[src/rtl/bcd2bin16_seq.sv]
// bcd2bin16_seq: five-digit BCD to 16-bit binary converter, one digit per clock (Horner form).
// Define BCD_DIGIT_CHECK_EN to flag invalid digits (>9) through err; otherwise err is tied low.
module bcd2bin16_seq (
   input  logic        clk,
   input  logic        rst,
   input  logic        start,
   input  logic [3:0]  bcd4,
   input  logic [3:0]  bcd3,
   input  logic [3:0]  bcd2,
   input  logic [3:0]  bcd1,
   input  logic [3:0]  bcd0,
   output logic [15:0] binary,
   output logic        busy,
   output logic        done,
   output logic        overflow,
   output logic        err
);

   typedef enum logic {IDLE = 1'b0, CONV = 1'b1} state_t;

   state_t          state_q, state_d;
   logic [4:0][3:0] dig_q, dig_d;
   logic [16:0]     acc_q, acc_d, acc_nxt;
   logic [2:0]      idx_q, idx_d;
   logic            done_q, done_d;
   logic            ovf_q, ovf_d;
   logic [15:0]     bin_q, bin_d;
   logic [3:0]      cur_dig;

   // acc*10 + digit, clamped at the 17-bit ceiling so out-of-range digits cannot wrap
   function automatic logic [16:0] mac10(input logic [16:0] acc, input logic [3:0] dig);
      logic [20:0] wide;
      wide = ({4'd0, acc} * 21'd10) + {17'd0, dig};
      return (wide > 21'h1FFFF) ? 17'h1FFFF : wide[16:0];
   endfunction

   function automatic logic [15:0] sat16(input logic [16:0] v);
      return v[16] ? 16'hFFFF : v[15:0];
   endfunction

   always_comb begin
      case (idx_q)
         3'd4:    cur_dig = dig_q[4];
         3'd3:    cur_dig = dig_q[3];
         3'd2:    cur_dig = dig_q[2];
         3'd1:    cur_dig = dig_q[1];
         default: cur_dig = dig_q[0];
      endcase
   end

   assign acc_nxt = mac10(acc_q, cur_dig);

`ifdef BCD_DIGIT_CHECK_EN
   logic bad_q, bad_d;
   logic err_q, err_d;
   logic cur_bad;

   assign cur_bad = (cur_dig > 4'd9);
`endif

   always_comb begin
      state_d = state_q;
      dig_d   = dig_q;
      acc_d   = acc_q;
      idx_d   = idx_q;
      done_d  = 1'b0;
      bin_d   = bin_q;
      ovf_d   = ovf_q;
`ifdef BCD_DIGIT_CHECK_EN
      bad_d   = bad_q;
      err_d   = err_q;
`endif
      case (state_q)
         IDLE: begin
            if (start) begin
               dig_d   = {bcd4, bcd3, bcd2, bcd1, bcd0};
               acc_d   = '0;
               idx_d   = 3'd4;
               state_d = CONV;
`ifdef BCD_DIGIT_CHECK_EN
               bad_d   = 1'b0;
`endif
            end
         end
         CONV: begin
            acc_d = acc_nxt;
            idx_d = idx_q - 3'd1;
`ifdef BCD_DIGIT_CHECK_EN
            bad_d = bad_q | cur_bad;
`endif
            if (idx_q == 3'd0) begin
               idx_d   = 3'd0;
               state_d = IDLE;
               done_d  = 1'b1;
               bin_d   = sat16(acc_nxt);
               ovf_d   = acc_nxt[16];
`ifdef BCD_DIGIT_CHECK_EN
               err_d   = bad_q | cur_bad;
               if (bad_q | cur_bad) begin
                  bin_d = 16'h0000;
                  ovf_d = 1'b0;
               end
`endif
            end
         end
         default: state_d = IDLE;
      endcase
   end

   always_ff @(posedge clk or posedge rst) begin
      if (rst) begin
         state_q <= IDLE;
         dig_q   <= '0;
         acc_q   <= '0;
         idx_q   <= '0;
         done_q  <= 1'b0;
         bin_q   <= '0;
         ovf_q   <= 1'b0;
      end else begin
         state_q <= state_d;
         dig_q   <= dig_d;
         acc_q   <= acc_d;
         idx_q   <= idx_d;
         done_q  <= done_d;
         bin_q   <= bin_d;
         ovf_q   <= ovf_d;
      end
   end

`ifdef BCD_DIGIT_CHECK_EN
   always_ff @(posedge clk or posedge rst) begin
      if (rst) begin
         bad_q <= 1'b0;
         err_q <= 1'b0;
      end else begin
         bad_q <= bad_d;
         err_q <= err_d;
      end
   end

   assign err = err_q;
`else
   assign err = 1'b0;
`endif

   assign busy     = (state_q == CONV);
   assign done     = done_q;
   assign binary   = bin_q;
   assign overflow = ovf_q;

endmodule

[config.mk]
export PLATFORM = sky130hd
export DESIGN_NAME = bcd2bin16_seq
export DESIGN_NICKNAME = d
export VERILOG_FILES = /design/src/rtl/bcd2bin16_seq.sv
export SDC_FILE = /design/constraint.sdc
export NUM_CORES = 1
export LEC_CHECK = 0
export CORE_MARGIN = 4
export CORE_UTILIZATION = 57
export CTS_CLUSTER_DIAMETER = 150
export DETAILED_ROUTE_END_ITERATION = 8
export GPL_TIMING_DRIVEN = 0
export PLACE_DENSITY = 0.78
export SLEW_MARGIN = 0
export SYNTH_ARGS = -nofsm -noshare
export SYNTH_HDL_FRONTEND = slang
export SYNTH_SLANG_ARGS = --single-unit
export TNS_END_PERCENT = 100
[constraint.sdc]
create_clock -name clk -period 4.9 [get_ports clk]
set_clock_uncertainty 0.1 [all_clocks]
set_input_delay 0.735 -clock clk [delete_from_list [all_inputs] [get_ports clk]]
set_output_delay 0.735 -clock clk [all_outputs]
set_load 0.02 [all_outputs]
; Word level (Yosys, flattened, before mapping)
; Cells that the tools add are included.
[totals]
regBits = 59
input_bits = 23
out_inout_bits = 20
word_cells = 37
[classes]
n_addsub = 2
multipliers = 1
magnitude_cmp = 1
n_eq_ne = 5
mux = 13
bitwise = 1
reduce_logical = 3
[ops]
columns = cell, n
row1 = $mux 17, 2
row2 = $pmux 17 s2, 1
row3 = $add 21x4->21, 1
row4 = $gt 21x17->1 const B, 1
row5 = $mul 17x3->20 const B, 1
row6 = $mux 16, 1
row7 = $pmux 4 s4, 1
row8 = $eq 3x2->1 const B, 2
row9 = $mux 3, 2
row10 = $pmux 3 s2, 1
row11 = $mux 1, 4
row12 = $reduce_and 2->1, 2
row13 = $eq 3x1->1 const B, 1
row14 = $eq 3x3->1 const B, 1
row15 = $logic_not 3->1, 1
row16 = $sub 3x1->3 const B, 1
row17 = $ne 2x2->1 const B, 1
row18 = $pmux 1 s2, 1
row19 = $not 1->1, 1

; Logic depth before layout (Yosys ltp)
; Gate-level depths: netlist of the first run.
[depth]
depth_word = 6
mapped_depth = 17

; Worst setup path before layout of the first run
; OpenSTA, ideal clock, no wires.
[synth_timing]
path_kind = register to register
start = reg acc_q[1]
end = reg bin_q[9] (netlist: binary[9])
arrival_ns = 3.558
required_ns = 4.659
slack_ns = 1.101
stages_incl_launch_ff = 15
synth_period_minus_slack_ns = 3.799
path_cell_list = dfrtp_1 ha_1 ha_1 inv_1 fa_1 nor2b_4 o2111ai_1 a211oi_1 nor3_1 nor4_2 nand4_1 or4_4 a211oi_4 buf_6 a31oi_1
[synth_between]
elab_chain_cells = 5
[synth_rtl]
columns = item, line_no
row1 = from (decl), 23  ; logic [16:0] acc_q, acc_d, acc_nxt;
row2 = from (signal assigned), 114  ; acc_q <= '0;
row3 = from (signal assigned), 122  ; acc_q <= acc_d;
row4 = $mul 17x3->20 (*), 33  ; wide = ({4'd0, acc} * 21'd10) + {17'd0, dig};
row5 = $add 21x4->21 (*), 33
row6 = $gt 21x17->1, 34  ; return (wide > 21'h1FFFF) ? 17'h1FFFF : wide[16:0];
row7 = $mux 17 (*), 34
row8 = $mux 16 (*), 38  ; return v[16] ? 16'hFFFF : v[15:0];
row9 = to (signal assigned), 125  ; bin_q <= bin_d;
row10 = to (decl), 27  ; logic [15:0] bin_q, bin_d;
; Mark *: on every way between the ends. The rest lies on a longest branch, timed or not.
; A chain may end at the register's enable or synchronous reset.

; Worst setup path after layout of the first run
[layout_timing]
start = reg idx_q[1]
end = reg bin_q[3] (netlist: binary[3])
[layout_between]
elab_chain_cells = 6
[layout_rtl]
columns = item, line_no
row1 = from (decl), 24  ; logic [2:0] idx_q, idx_d;
row2 = from (signal assigned), 123  ; idx_q <= idx_d;
row3 = $eq 3x1->1 (tied with other cells), 42  ; case (idx_q)
row4 = $pmux 4 s4, 42
row5 = $add 21x4->21, 33
row6 = $gt 21x17->1, 34
row7 = $mux 17, 34
row8 = $mux 16, 38
; Several ways; a longest one is shown, not always the timed one.

==> flow_summary_export.csv, run 1 <==
group,metric,value,unit
status,status,"finished, final reports clean",
sta,max_slew.worst_pin.slew,0.757,ns
final_layout,syn_to_final_growth,20.0,%
global_routing,grt_usage,0.238,
floorplan,initial_utilization,0.598,
synth,synth.distinct_cells,59,
synth,yosys_most_used_dff,"dfrtp_1",
routing,drc,0,
synth,synth-edff-count,0,
sta,setup_violations,0,
critical_path,start_kind,"flop",
hold_path,hp-class,"flop to flop",
critical_path,arrival,4.60,ns
floorplan,rows,29,
synth,avgSynthCellArea,9.61,um^2
clock_tree,cts_tree,"built",
place,dp.cells,521,
routing,drtIter0Drc,354,
synth,syn_area,0.00386,mm^2
routing,num_vias,3270,
clock_tree,clock_sinks,59,
clock_tree,clk_path_buf_depth,2,
critical_path,cp_slowest_cell,"a211oi_4",
final_layout,nets,513,
critical_path,required,4.99,ns
global_routing,grt_pass1_vias,3347,
routing,ant_nets,0,
routing,via_per_inst,6.09,
final_layout,fin_cells,537,
clock_tree,cts_buffers,9,
routing,drt_wl_total,9350,um
sta,fin_crit_sh,0.921,
critical_path,path_class,"flop to flop",
sta,max_slew_margin,0.494,
sta,min_period,4.51,ns
flow_run,maxCapViolCount,0,
sta,setup_tns,0,ns
final_layout,multiInputGateArea,0.00223,mm^2
global_routing,antenna_found_initial,0,
clock_tree,ctsResizeCount,0,
routing,drtPass1Iterations,5,
floorplan,core_area,0.00646,mm^2
synth,async_flop_share,1.00,
sta,rsz0062_at_grt,"false",
global_routing,overflow,0,
synth,yosysWarnings,0,
clock_tree,cts_setup_buffers,0,
global_routing,grt_pass1_wl,16000,um
critical_path,worstPathCellList,"clkbuf_1, clkbuf_1, a21oi_1, o21ai_0, a21o_1, o21ai_0, ha_1, fa_1, a21o_1, nand2_1, nor3b_1, and2_1, nand4_1, or4_4, a211oi_4, buf_6, a31oi_1",
synth,yosysSeqAreaShare,0.382,
sta,timing.final.max_slew_violations,0,
global_routing,grt_max_degree,40,
final_layout,regArea,0.00148,mm^2
clock_tree,h-tree-depth,3,
floorplan,dieArea,0.00816,mm^2
clock_tree,cts_root_buffer,"clkbuf_8",
synth,netlist_instances,402,
critical_path,path_max_fanout,10,
routing,wire_per_inst,17.4,um
place,port_buffers,41,
place,place_congestion,0.852,
clock_tree,cts_hold_buf,0,
synth,synth_seq_cells,59,
final_layout,antenna_cells,0,
place,dpl.hpwl,6950,um
sta,hold_slack,0.406,ns
final_layout,layout-drive-gt1-share,0.130,
final_layout,fill_cells,472,
clock_tree,insertion_delay,0.34,ns
sta,hold_violations,0,
sta,fmaxAchievable,0.222,GHz
floorplan,io_pins,43,
floorplan,dieWidth,90.3,um
critical_path,slowest_delay,0.50,ns
synth,synth_fp_nets,460,
critical_path,cp-end-kind,"flop",
clock_tree,clk_pin_slew_worst_paths,0.07,ns
floorplan,die-height,90.3,um
==> cells in the mapped netlist (2+ instances only) <==
library cell / instances / area, um^2
dfrtp_1: 59 / 1480
a21oi_1: 50 / 250
nor2_1: 35 / 131
ha_1: 33 / 413
o21ai_0: 25 / 125
mux2_2: 21 / 236
a31oi_1: 16 / 100
nand2_1: 16 / 60.1
clkbuf_1: 15 / 56.3
inv_1: 14 / 52.6
xnor2_1: 13 / 114
a21o_1: 9 / 67.6
xor2_1: 8 / 70.1
nor3_1: 7 / 35.0
mux2i_1: 5 / 50.1
nand4_1: 5 / 31.3
o22ai_1: 5 / 31.3
and2_1: 4 / 25.0
buf_2: 4 / 20.0
nand3_1: 4 / 20.0
a211oi_1: 3 / 22.5
o21a_1: 3 / 22.5
a21oi_2: 2 / 17.5
a311oi_1: 2 / 17.5
and3_1: 2 / 12.5
buf_6: 2 / 22.5
fa_1: 2 / 40.0
nand2b_1: 2 / 12.5
nor3b_1: 2 / 15.0
nor4_1: 2 / 12.5
nor4b_1: 2 / 17.5
o21bai_1: 2 / 15.0
o41ai_1: 2 / 17.5
==> layout by cell type, fill, tap and decap left out, types with 3 or more instances in the layout <==
master,Yosys,layout
a211oi_1,3,3
a21o_1,9,9
a21oi_1,50,50
a31oi_1,16,16
and2_1,4,4
buf_2,4,4
bufinv_16,0,3
clkbuf_1,15,16
clkbuf_8,0,10
clkdlybuf4s50_1,0,41
dfrtp_1,59,59
ha_1,33,33
inv_1,14,13
mux2_2,21,21
mux2i_1,5,5
nand2_1,16,16
nand3_1,4,4
nand4_1,5,5
nor2_1,35,35
nor3_1,7,7
o21a_1,3,3
o21ai_0,25,25
o22ai_1,5,5
xnor2_1,13,13
xor2_1,8,8
==> cells by family (layout without fill, tap and decap cells) <==
logic type / after synthesis / count (layout) / share of synthesized area
AO/OA/AOI/OAI: 132 / 132 / 0.216
AND/OR/NAND/NOR: 90 / 90 / 0.118
flip-flops: 59 / 59 / 0.382
buffers and inverters: 38 / 96 / 0.0434
adder cells (fa/ha/maj): 35 / 35 / 0.117
multiplexers: 26 / 26 / 0.0741
XOR/XNOR: 21 / 21 / 0.0476
other: 1 / 1 / 0.000970
==> state kept, by name, indices dropped and copies added (netlist names) <==
signal,count
dig_q,20
acc_q,17
binary,16
idx_q,3
busy,1
done,1
overflow,1
==> final timing paths <==
kind	startpoint	end	slack, ns	cells past startpoint
worst max-delay path	idx_q[1]$_DFFE_PP0P_	binary[3]$_DFFE_PP0P_	0.39	17
worst min-delay path	dig_q[5]$_DFFE_PP0P_	dig_q[5]$_DFFE_PP0P_	0.41	1
worst max register to register	idx_q[1]$_DFFE_PP0P_	binary[3]$_DFFE_PP0P_	0.39	17
worst min register to register	dig_q[5]$_DFFE_PP0P_	dig_q[5]$_DFFE_PP0P_	0.41	1
max in group asynchronous	rst	acc_q[3]$_DFFE_PP0P_	3.50	3
min in group asynchronous	rst	dig_q[10]$_DFFE_PP0P_	0.63	2
==> through the flow <==
| stage | cell area (um^2) | utilization | setup slack, ns |
|---|---|---|---|
| floorplan | 3860 | - | 1.10 |
| global placement | 4370 | 0.677 | 0.621 |
| detailed placement | 4390 | 0.680 | 0.524 |
| CTS | 4630 | 0.717 | 0.470 |
| global route | 4640 | 0.718 | 0.0154 |
| finish | 4640 | 0.718 | 0.387 |
==> worst max-delay path: cells and delay by family (launching register included) <==
family                     cells  cell delay (ns)
AOI/OAI and AO/OA              7             1.47
and+or+nand+nor                5             1.25
adders and majority gates      2             0.43
DFF                            1             0.36
buffers and inverters          3             0.74
==> area by class of cell <==
class | instances | area share
multi-input cells | 305 | 0.480
flip-flops and latches | 59 | 0.318
repair buffers | 42 | 0.0928
clock buffers | 11 | 0.0305
plain buffers | 23 | 0.0240
clock inverters | 5 | 0.0216
well taps | 77 | 0.0208
inverters | 15 | 0.0121
==> layer usage <==
layer | part of all wire | track usage | vias to the layer above
met5 | 0 | 0 | -
met4 | 0.0098 | 0.0434 | 0
met3 | 0.051 | 0.0650 | 13
met2 | 0.47 | 0.393 | 107
met1 | 0.47 | 0.316 | 1578
li1 | - | - | 1572
Power of run 1 is left out: the tool's default activity adds up to more than one toggle a clock period on the data nets, which glitch-free logic cannot reach.
==> inputs of run 2 (changes only) <==
--- a/config.mk
+++ b/config.mk
@@ -11,6 +11,7 @@
 export DETAILED_ROUTE_END_ITERATION = 8
 export GPL_TIMING_DRIVEN = 0
 export PLACE_DENSITY = 0.78
+export SETUP_SLACK_MARGIN = 0.4
 export SLEW_MARGIN = 0
 export SYNTH_ARGS = -nofsm -noshare
 export SYNTH_HDL_FRONTEND = slang
==> flow_summary_export.csv, run 2 (synthesis results as in run 1) <==
group,metric,value,unit
final_layout,syn_to_final_growth,21.0,%
critical_path,worstPathCellList,"clkbuf_2, clkbuf_2, a21oi_1, o21ai_0, a21o_1, o21ai_0, ha_1, fa_1, a21o_1, nand2_1, nor3b_2, and2_1, nand4_1, or4_4, a21oi_2, buf_2, a21oi_1",
status,status,"finished, final reports clean",
sta,timing.final.max_slew_violations,0,
hold_path,min_from,"dig_q[5]$_DFFE_PP0P_",
critical_path,required,5.01,ns
routing,drtPass1Iterations,5,
clock_tree,insertion_delay,0.34,ns
floorplan,initial_utilization,0.598,
routing,ant_nets,0,
final_layout,regArea,0.00148,mm^2
final_layout,antenna_cells,0,
critical_path,crit_buf_inv,3,
clock_tree,cts_root_buffer,"clkbuf_8",
final_layout,top_register,"dig_q",
routing,drt_wl_total,9440,um
sta,hold_slack,0.406,ns
sta,fin_crit_sh,0.861,
critical_path,crit_family,"compound AO/OA/AOI/OAI gates",
sta,min_period,4.22,ns
clock_tree,clk_path_buf_depth,2,
final_layout,fill_cells,464,
hold_path,hp-class,"flop to flop",
global_routing,grt_max_degree,40,
global_routing,antenna_found_initial,0,
final_layout,largest_reg_flops,20,
place,place_congestion,0.852,
final_layout,utilization,0.724,
clock_tree,cts_tree,"built",
sta,max_slew.worst_pin.slew,0.773,ns
place,port_buffers,41,
routing,via_per_inst,6.14,
routing,drtIter0Drc,389,
critical_path,cp_slowest_cell,"or4_4",
place,postPlaceCellArea,0.00439,mm^2
final_layout,mostFrequentLayoutCells,"59 x dfrtp_1, 50 x a21oi_1, 41 x clkdlybuf4s50_1",
global_routing,grt_usage,0.238,
flow_run,maxCapViolCount,0,
routing,wire_per_inst,17.5,um
clock_tree,cts_buffers,9,
clock_tree,clk_pin_slew_worst_paths,0.06,ns
floorplan,io_pins,43,
sta,rsz0062_at_grt,"false",
clock_tree,cts_hold_buf,0,
critical_path,critPathLaunch,"idx_q[1]$_DFFE_PP0P_",
critical_path,path_class,"flop to flop",
critical_path,rr_startpoint,"idx_q[1]$_DFFE_PP0P_",
routing,drc,0,
sta,setup_tns,0,ns
floorplan,rows,29,
floorplan,dieArea,0.00816,mm^2
global_routing,overflow,0,
final_layout,nets,516,
floorplan,dieWidth,90.3,um
critical_path,arrival,4.33,ns
clock_tree,h-tree-depth,3,
sta,fmaxAchievable,0.237,GHz
floorplan,die-height,90.3,um
critical_path,path_max_fanout,10,
floorplan,core_area,0.00646,mm^2
final_layout,final_common_cell,"dfrtp_1",
critical_path,start_kind,"flop",
sta,setup_violations,0,
final_layout,layout-drive-gt1-share,0.147,
final_layout,postLayoutCellArea,0.00468,mm^2
critical_path,slowest_delay,0.48,ns
place,dpl.hpwl,6950,um
final_layout,multiInputGateArea,0.00224,mm^2
clock_tree,clock_sinks,59,
critical_path,cp-end-kind,"flop",
global_routing,grt_pass1_wl,16000,um
sta,max_slew_margin,0.484,
routing,num_vias,3313,
sta,hold_violations,0,
global_routing,grt_pass1_vias,3347,
-- run 2: path summary, 6_finish.rpt --
check / depth (start not counted) / endpoint / slack [ns]
min: 1 / dig_q[5]$_DFFE_PP0P_ / 0.41
max reg2reg: 17 / acc_q[7]$_DFFE_PP0P_ / 0.68
min in group asynchronous: 2 / dig_q[10]$_DFFE_PP0P_ / 0.63
max: 17 / acc_q[7]$_DFFE_PP0P_ / 0.68
max in group asynchronous: 3 / acc_q[3]$_DFFE_PP0P_ / 3.50
min reg2reg: 1 / dig_q[5]$_DFFE_PP0P_ / 0.41
-- run 2: metrics by stage --
step / worst slack, ns / cells
floorplan: 1.10 / 402
CTS: 0.470 / 537
finish: 0.679 / 540
global placement: 0.621 / 520
detailed placement: 0.524 / 521
global route: 0.409 / 540
-- run 2: worst register-to-register path: cells and delay by family, from the launching register on --
family / cells / cell delay [ns]
compound gates: 7 / 1.28
fa+ha+maj: 2 / 0.44
buf+inv: 3 / 0.73
flops: 1 / 0.36
simple gates: 5 / 1.18
-- run 2: routing by layer --
metal / global-route usage / part of all wire
met1: 0.316 / 0.45
met2: 0.393 / 0.48
met3: 0.0650 / 0.062
met4: 0.0434 / 0.0093
met5: 0 / 0
-- run 2: layout make-up --
class	count	area share
tap	77	0.0206
timing repair buffer	45	0.0969
multi-input combinational	305	0.478
buffer	23	0.0246
inverter	15	0.0120
clock inverter	5	0.0214
sequential	59	0.316
clock buffer	11	0.0302
-- run 2: what timing repair did --
item	4_1_cts	5_1_grt
buffers inserted	0	3
setup endpoints to repair	0	28
gates resized for setup	0	8
Power of run 2 is left out for the same reason.
